===== src/rtl/uart_tx_arbiter.sv =====
// uart_tx_arbiter: packet-atomic round-robin share of one UART TX between two byte requesters, with stall watchdog.
// Define UART_TX_ARB_SWITCH_MARKER_EN to send an ESC/CMD channel-switch marker whenever the owner changes.
module uart_tx_arbiter #(
  parameter logic [7:0]  ESC            = 8'hB1,
  parameter logic [7:0]  CMD_SW_BASE    = 8'h10,
  parameter int unsigned TIMEOUT_CYCLES = 1024
) (
  input  logic       CLK_I,
  input  logic       RST_NI,
  input  logic       REQ0_VALID_I,
  input  logic [7:0] REQ0_DATA_I,
  input  logic       REQ0_LAST_I,
  output logic       REQ0_READY_O,
  input  logic       REQ1_VALID_I,
  input  logic [7:0] REQ1_DATA_I,
  input  logic       REQ1_LAST_I,
  output logic       REQ1_READY_O,
  input  logic       TX_READY_I,
  output logic       WE_O,
  output logic [7:0] DSEND_O,
  output logic       CHANNEL_O,
  output logic       TIMEOUT_O
);
  localparam int CW = (TIMEOUT_CYCLES == 0) ? 1 : $clog2(TIMEOUT_CYCLES + 1);
`ifdef UART_TX_ARB_SWITCH_MARKER_EN
  typedef enum logic [1:0] {IDLE, MARK_ESC, MARK_CMD, STREAM} state_e;
`else
  typedef enum logic {IDLE, STREAM} state_e;
  logic [15:0] unused_marker_bytes;
  assign unused_marker_bytes = {ESC, CMD_SW_BASE};
`endif
  state_e        state_q, state_d;
  logic          owner_q, owner_d;
  logic          prio_q, prio_d;
  logic [CW-1:0] cnt_q, cnt_d;
  logic          grant, own_valid, own_last, xfer, expire;
  logic [7:0]    own_data;
  assign grant     = (REQ0_VALID_I && REQ1_VALID_I) ? prio_q : REQ1_VALID_I;
  assign own_valid = owner_q ? REQ1_VALID_I : REQ0_VALID_I;
  assign own_last  = owner_q ? REQ1_LAST_I : REQ0_LAST_I;
  assign own_data  = owner_q ? REQ1_DATA_I : REQ0_DATA_I;
  assign xfer      = (state_q == STREAM) && TX_READY_I && own_valid;
  // A transfer in the expiry cycle wins, so expiry needs a stalled cycle.
  assign expire    = (TIMEOUT_CYCLES != 0) && (state_q == STREAM) && !xfer &&
                     (({1'b0, cnt_q} + (CW+1)'(1)) == (CW+1)'(TIMEOUT_CYCLES));
  assign CHANNEL_O = owner_q;
  always_comb begin
    state_d      = state_q;
    owner_d      = owner_q;
    prio_d       = prio_q;
    cnt_d        = '0;
    WE_O         = 1'b0;
    DSEND_O      = 8'h00;
    REQ0_READY_O = 1'b0;
    REQ1_READY_O = 1'b0;
    TIMEOUT_O    = 1'b0;
    case (state_q)
      IDLE: begin
        if (REQ0_VALID_I || REQ1_VALID_I) begin
          owner_d = grant;
`ifdef UART_TX_ARB_SWITCH_MARKER_EN
          state_d = (grant != owner_q) ? MARK_ESC : STREAM;
`else
          state_d = STREAM;
`endif
        end
      end
`ifdef UART_TX_ARB_SWITCH_MARKER_EN
      MARK_ESC: begin
        DSEND_O = ESC;
        WE_O    = TX_READY_I;
        state_d = TX_READY_I ? MARK_CMD : MARK_ESC;
      end
      MARK_CMD: begin
        DSEND_O = CMD_SW_BASE | {7'b0, owner_q};
        WE_O    = TX_READY_I;
        state_d = TX_READY_I ? STREAM : MARK_CMD;
      end
`endif
      STREAM: begin
        REQ0_READY_O = !owner_q && TX_READY_I;
        REQ1_READY_O = owner_q && TX_READY_I;
        WE_O         = xfer;
        DSEND_O      = own_data;
        TIMEOUT_O    = expire;
        cnt_d        = xfer ? '0 : ((&cnt_q) ? cnt_q : cnt_q + CW'(1));
        if ((xfer && own_last) || expire) begin
          state_d = IDLE;
          prio_d  = !owner_q;
        end
      end
      default: state_d = IDLE;
    endcase
  end
  always_ff @(posedge CLK_I or negedge RST_NI) begin
    if (!RST_NI) begin
      state_q <= IDLE;
      owner_q <= 1'b0;
      prio_q  <= 1'b0;
      cnt_q   <= '0;
    end else begin
      state_q <= state_d;
      owner_q <= owner_d;
      prio_q  <= prio_d;
      cnt_q   <= cnt_d;
    end
  end
endmodule

===== config.mk =====
export PLATFORM = sky130hd
export DESIGN_NAME = uart_tx_arbiter
export DESIGN_NICKNAME = d
export VERILOG_FILES = /design/src/rtl/uart_tx_arbiter.sv
export SDC_FILE = /design/constraint.sdc
export NUM_CORES = 1
export LEC_CHECK = 0
export CAP_MARGIN = 20
export CORE_MARGIN = 2
export CORE_UTILIZATION = 47
export DETAILED_ROUTE_END_ITERATION = 10
export HOLD_SLACK_MARGIN = 0.15
export PLACE_DENSITY = 0.94
export SETUP_SLACK_MARGIN = 0.4
export SYNTH_ARGS = -nofsm -noshare
export SYNTH_HDL_FRONTEND = slang
export SYNTH_SLANG_ARGS = --single-unit

===== constraint.sdc =====
create_clock -name CLK_I -period 4.1 [get_ports CLK_I]
set_input_delay 0.82 -clock CLK_I [delete_from_list [all_inputs] [get_ports CLK_I]]
set_output_delay 0.82 -clock CLK_I [all_outputs]
set_load 0.005 [all_outputs]

Word-level counts from Yosys, hierarchy flattened
Cells that the tools add are included.

word-level totals
  input port bits = 23
  register bits after elaboration = 14
  output and inout bits = 13
  logic and storage cells = 39

operators by class
  reduce and logical (&&, ||, !) cells = 15
  mux-type cells = 15
  add/subtract/negate cells = 2
  bitwise logic cells = 1
  equality and inequality tests = 2

operators by type and width
  kind                                                                     number
  11-bit two-way mux                                                       3
  8-bit two-way mux                                                        2
  11-bit by 1-bit adder with 12-bit output, second input constant          1
  12-bit by 11-bit equality test with 1-bit output, second input constant  1
  11-bit by 1-bit adder with 11-bit output, second input constant          1
  11-bit AND reduction                                                     1
  1-bit two-way mux                                                        9
  1-bit logical AND                                                        8
  2-bit AND reduction                                                      2
  3-bit inequality test, second input constant                             1
  1-bit zero test                                                          2
  1-bit logical OR                                                         2
  1-bit one-hot mux with 2 select lines                                    1
  1-bit NOT                                                                1

Depth between registers and ports, before layout
  word-level depth = 8
  mapped depth = 7
  mapped depth without buffers = 6

Worst setup path before layout
Ideal clock, no wire load.

  path kind = in2out
  start = input REQ0_VALID_I
  end = output TIMEOUT_O
  required time = 3.280 ns
  stages on the path = 4
  path slack = 1.539 ns
  arrival time = 1.741 ns
  path buffers = 0
  cell sequence = mux2_4 > a21oi_4 > o2111ai_2 > nor4_1

between the ends
  cells in the longest elaborated chain, start to end = 6

ends and longest elaborated chain
  what                             line  text
  from (decl)                      10    input logic REQ0_VALID_I,
  1-bit two-way mux                39    assign own_valid = owner_q ? REQ1_VALID_I : REQ0_VALID_I;
  1-bit logical AND                42    assign xfer = (state_q == STREAM) && TX_READY_I && own_valid;
  1-bit zero test                  44    assign expire = (TIMEOUT_CYCLES != 0) && (state_q == STREAM) && !xfer &&
  1-bit logical AND (2 in series)  44
  1-bit two-way mux                57    case (state_q)
  to (decl)                        22    output logic TIMEOUT_O

Every way passes these cells.

Worst setup path after layout
  start = input REQ1_VALID_I
  end = output TIMEOUT_O

between the ends
  cells in the longest elaborated chain, start to end = 6

ends and longest elaborated chain
  what                             line  text
  from (decl)                      14    input logic REQ1_VALID_I,
  1-bit two-way mux                39
  1-bit logical AND                42
  1-bit zero test                  44
  1-bit logical AND (2 in series)  44
  1-bit two-way mux                57

Every way passes these cells.

==> key figures <==
Outcome
  – Run status: finished clean

CTS
  – Clock transition at the registers of the reported paths: approximately 0.09 ns
  – CTS Hold Buffers Added: 0
  – Setup repair bufs after CTS: 0
  – CTS Buf Count: 3
  – CTS tree: yes
  – # H-tree levels: 1
  – Clk root buf: clkbuf_4
  – Total clock sinks: 14
  – Maximum clock path buffer count: 2
  – Clock Latency Late Sink: about 0.30 ns

Worst setup path
  – FF-to-FF End: prio_q
  – CP required: approximately 3.3 ns
  – Worst path arrival time: about 2.4 ns
  – CP max FO: 5
  – Reg-to-reg startpoint: cnt_q[0]
  – R2r setup slk: ~1.8 ns
  – Crit Path Category: in -> out
  – Worst Reg2Reg Path Length in Cells: 6
  – Crit path capture type: output port
  – Critical path startpoint category: primary input

Routing
  – DR vias: 979
  – Final wirelength: roughly 2.5 mm
  – Drt wl/cell: 14.3 um
  – Initial DRT Pass Iterations: 4
  – DRC Markers: 0
  – Via density: roughly 5.6
  – Post-route ant nets: 0
  – DR iter-0 viols: 21

Die
  – FP Rows: 16
  – Die ar.: roughly 2500 sq um
  – Initial Util: between 50% and 60%
  – Chip height: 50.3 um
  – Io pins: 36
  – Die width: 50.3 um
  – Core Box Area: a little under 2000 sq um

Layout
  – Share of cells above drive strength 1: a little under a tenth
  – Finished Cell Area: approximately 1400 sq um
  – Nets: 173
  – Area grow syn2layout: 39.3%
  – N_diodes: 0

Worst hold path
  – WHS Endpoint: prio_q
  – Hold_sp: prio_q
  – Hold Path Stages: 2
  – Hold WC Path Type: reg -> reg

Logic synthesis
  – EDFF count, synth: 0
  – Async SR Flop Fraction: 100%
  – Sequential area share after synthesis: a little over a third
  – Synth Warn #: 0
  – Mapped Cells: approximately 110
  – Avg Synthesized Cell Area: between 8 and 9 sq um
  – Syn Nets: around 140
  – Register bit total from synthesis: 14
  – Distinct cell type count after synthesis: 34
  – Post-Syn Area: between 1000 and 1500 sq um
  – Synth Flop Type: dfrtp_1

Timing
  – Setup TNS: 0 ns
  – Rel. slew slack: between 50 and 60%
  – Clk_skew: roughly 0.0040 ns
  – Final min period: 3.25 ns
  – Max frequency: roughly 310 MHz
  – Max-slew violations: 0
  – Final Cycle Share: 79.2%
  – Final Hold Viols: 0
  – Final setup fails: 0
  – RSZ-0062 raised after global routing: false
  – Worst slew pin tran: around 0.63 ns

Placement
  – Placer congestion estimate: just under 0.9
  – Post-Place Cell Area: 1360 sq um
  – Detailed placement HPWL: 1.91 mm
  – Port bufs: 35

GRT
  – Congestion Overflow GR: 0
  – Vias in the first global route: 969
  – First-pass GRT wire length: 4.18 mm
  – Pin count of the biggest net entering global routing: 17
  – Initial antenna violation count: 0
  – Tot GR Track Use: around 22%

Power and ir drop
  – PwrDens: 434 nW/um^2
  – Tot Pwr: around 610 uW
  – Max IR drop VDD: approximately 280 uV
  – LEAKAGE: 0.621 nW

Flow run
  – Total of max-cap violations: 0
-- how the worst max path moves through the flow --
stage | startpoint | slack [ns] | depth (start not counted) | endpoint
2_1_floorplan | REQ0_VALID_I | 1.54 | 4 | TIMEOUT_O
3_3_place_gp | REQ1_VALID_I | 0.46 | 6 | TIMEOUT_O
3_5_place_dp | REQ1_VALID_I | 0.47 | 6 | TIMEOUT_O
4_1_cts | REQ1_VALID_I | 0.43 | 6 | TIMEOUT_O
5_1_grt | REQ1_VALID_I | 0.79 | 6 | TIMEOUT_O
6_report | REQ1_VALID_I | 0.85 | 6 | TIMEOUT_O
-- area by class of cell --
type	instances	area (sq um)
clock buffers	4	36.3
fillers	160	579
inverters	3	11.3
multi-input cells	91	618
flip-flops and latches	14	350
well taps	27	33.8
repair buffers	35	353
-- cell usage after synthesis, types with 2 or more instances --
cell type / count / area share (%)
nor4_1: 3 / 1.9
nand4_1: 2 / 1.2
ha_1: 2 / 2.5
or2_2: 4 / 2.5
a21oi_1: 9 / 4.5
nor3_1: 3 / 1.5
a31oi_1: 5 / 3.1
buf_2: 2 / 0.99
nor2_1: 15 / 5.6
xnor2_1: 4 / 3.5
inv_1: 3 / 1.1
dfrtp_1: 14 / 35
nand2_1: 6 / 2.2
and3_1: 3 / 1.9
and4_1: 2 / 1.7
nand3_1: 4 / 2.0
nor2b_1: 2 / 1.2
xor2_1: 2 / 1.7
mux2i_1: 10 / 9.9
clkbuf_1: 2 / 0.75
o21ai_0: 4 / 2.0
-- per-layer routing --
| metal | track usage [%] | wire, um | vias to the layer above |
|---|---|---|---|
| li1 | - | - | 479 |
| met3 | 6.25 | 237 | 9 |
| met1 | 24.4 | 964 | 443 |
| met5 | 0 | 0 | - |
| met2 | 37.7 | 1200 | 48 |
| met4 | 13.5 | 84 | 0 |
-- worst max-delay path, cell delays in order --
cell	delay, ns
clkdlybuf4s50_1	0.48
mux2_4	0.32
a21oi_4	0.18
o2111ai_2	0.18
nor4_2	0.27
dlymetal6s2s_1	0.17
-- power breakdown --
group | internal, mW | leakage, nW | switching, mW
clock | 0.0543 | 0.0210 | 0.0494
sequential | 0.164 | 0.182 | 0.0604
combinational | 0.169 | 0.417 | 0.111
-- through the flow --
step	instances	utilization (%)	hold slack, ns	setup slack, ns
after floorplan	114	-	0.494	1.54
after global placement	170	68.5	0.518	0.461
after detailed placement	170	68.5	0.538	0.466
after CTS	174	70.6	0.554	0.430
after global routing	174	70.8	0.579	0.786
final	174	70.8	0.553	0.854
-- placed cells by master, fill, tap and decap left out, types with 4 or more instances in the layout --
cell type,Yosys,final
a21oi_1,9,9
nand3_1,4,4
clkdlybuf4s50_1,0,34
nor2_1,15,15
a31oi_1,5,5
mux2i_1,10,10
nand2_1,6,6
dfrtp_1,14,14
or2_2,4,4
o21ai_0,4,4
xnor2_1,4,4
-- cells by family after synthesis --
| kind of cell | synth area share (%) |
|---|---|
| simple gates | 24.5 |
| xor+xnor | 5.22 |
| fa+ha+maj | 2.48 |
| mux | 12.5 |
| buf+inv | 4.47 |
| flops | 34.8 |
| compound gates | 16.0 |
-- state kept, by name, summed over array words and instances (netlist names) --
signal,count
CHANNEL_O,1
prio_q,1
cnt_q,11
state_q,1
-- repair_timing --
item / in CTS / in global routing
gates resized for setup: 1 / 1
setup endpoints to repair: 1 / 1
pin swaps: 0 / 1
Power figures use the tool's default switching activity.
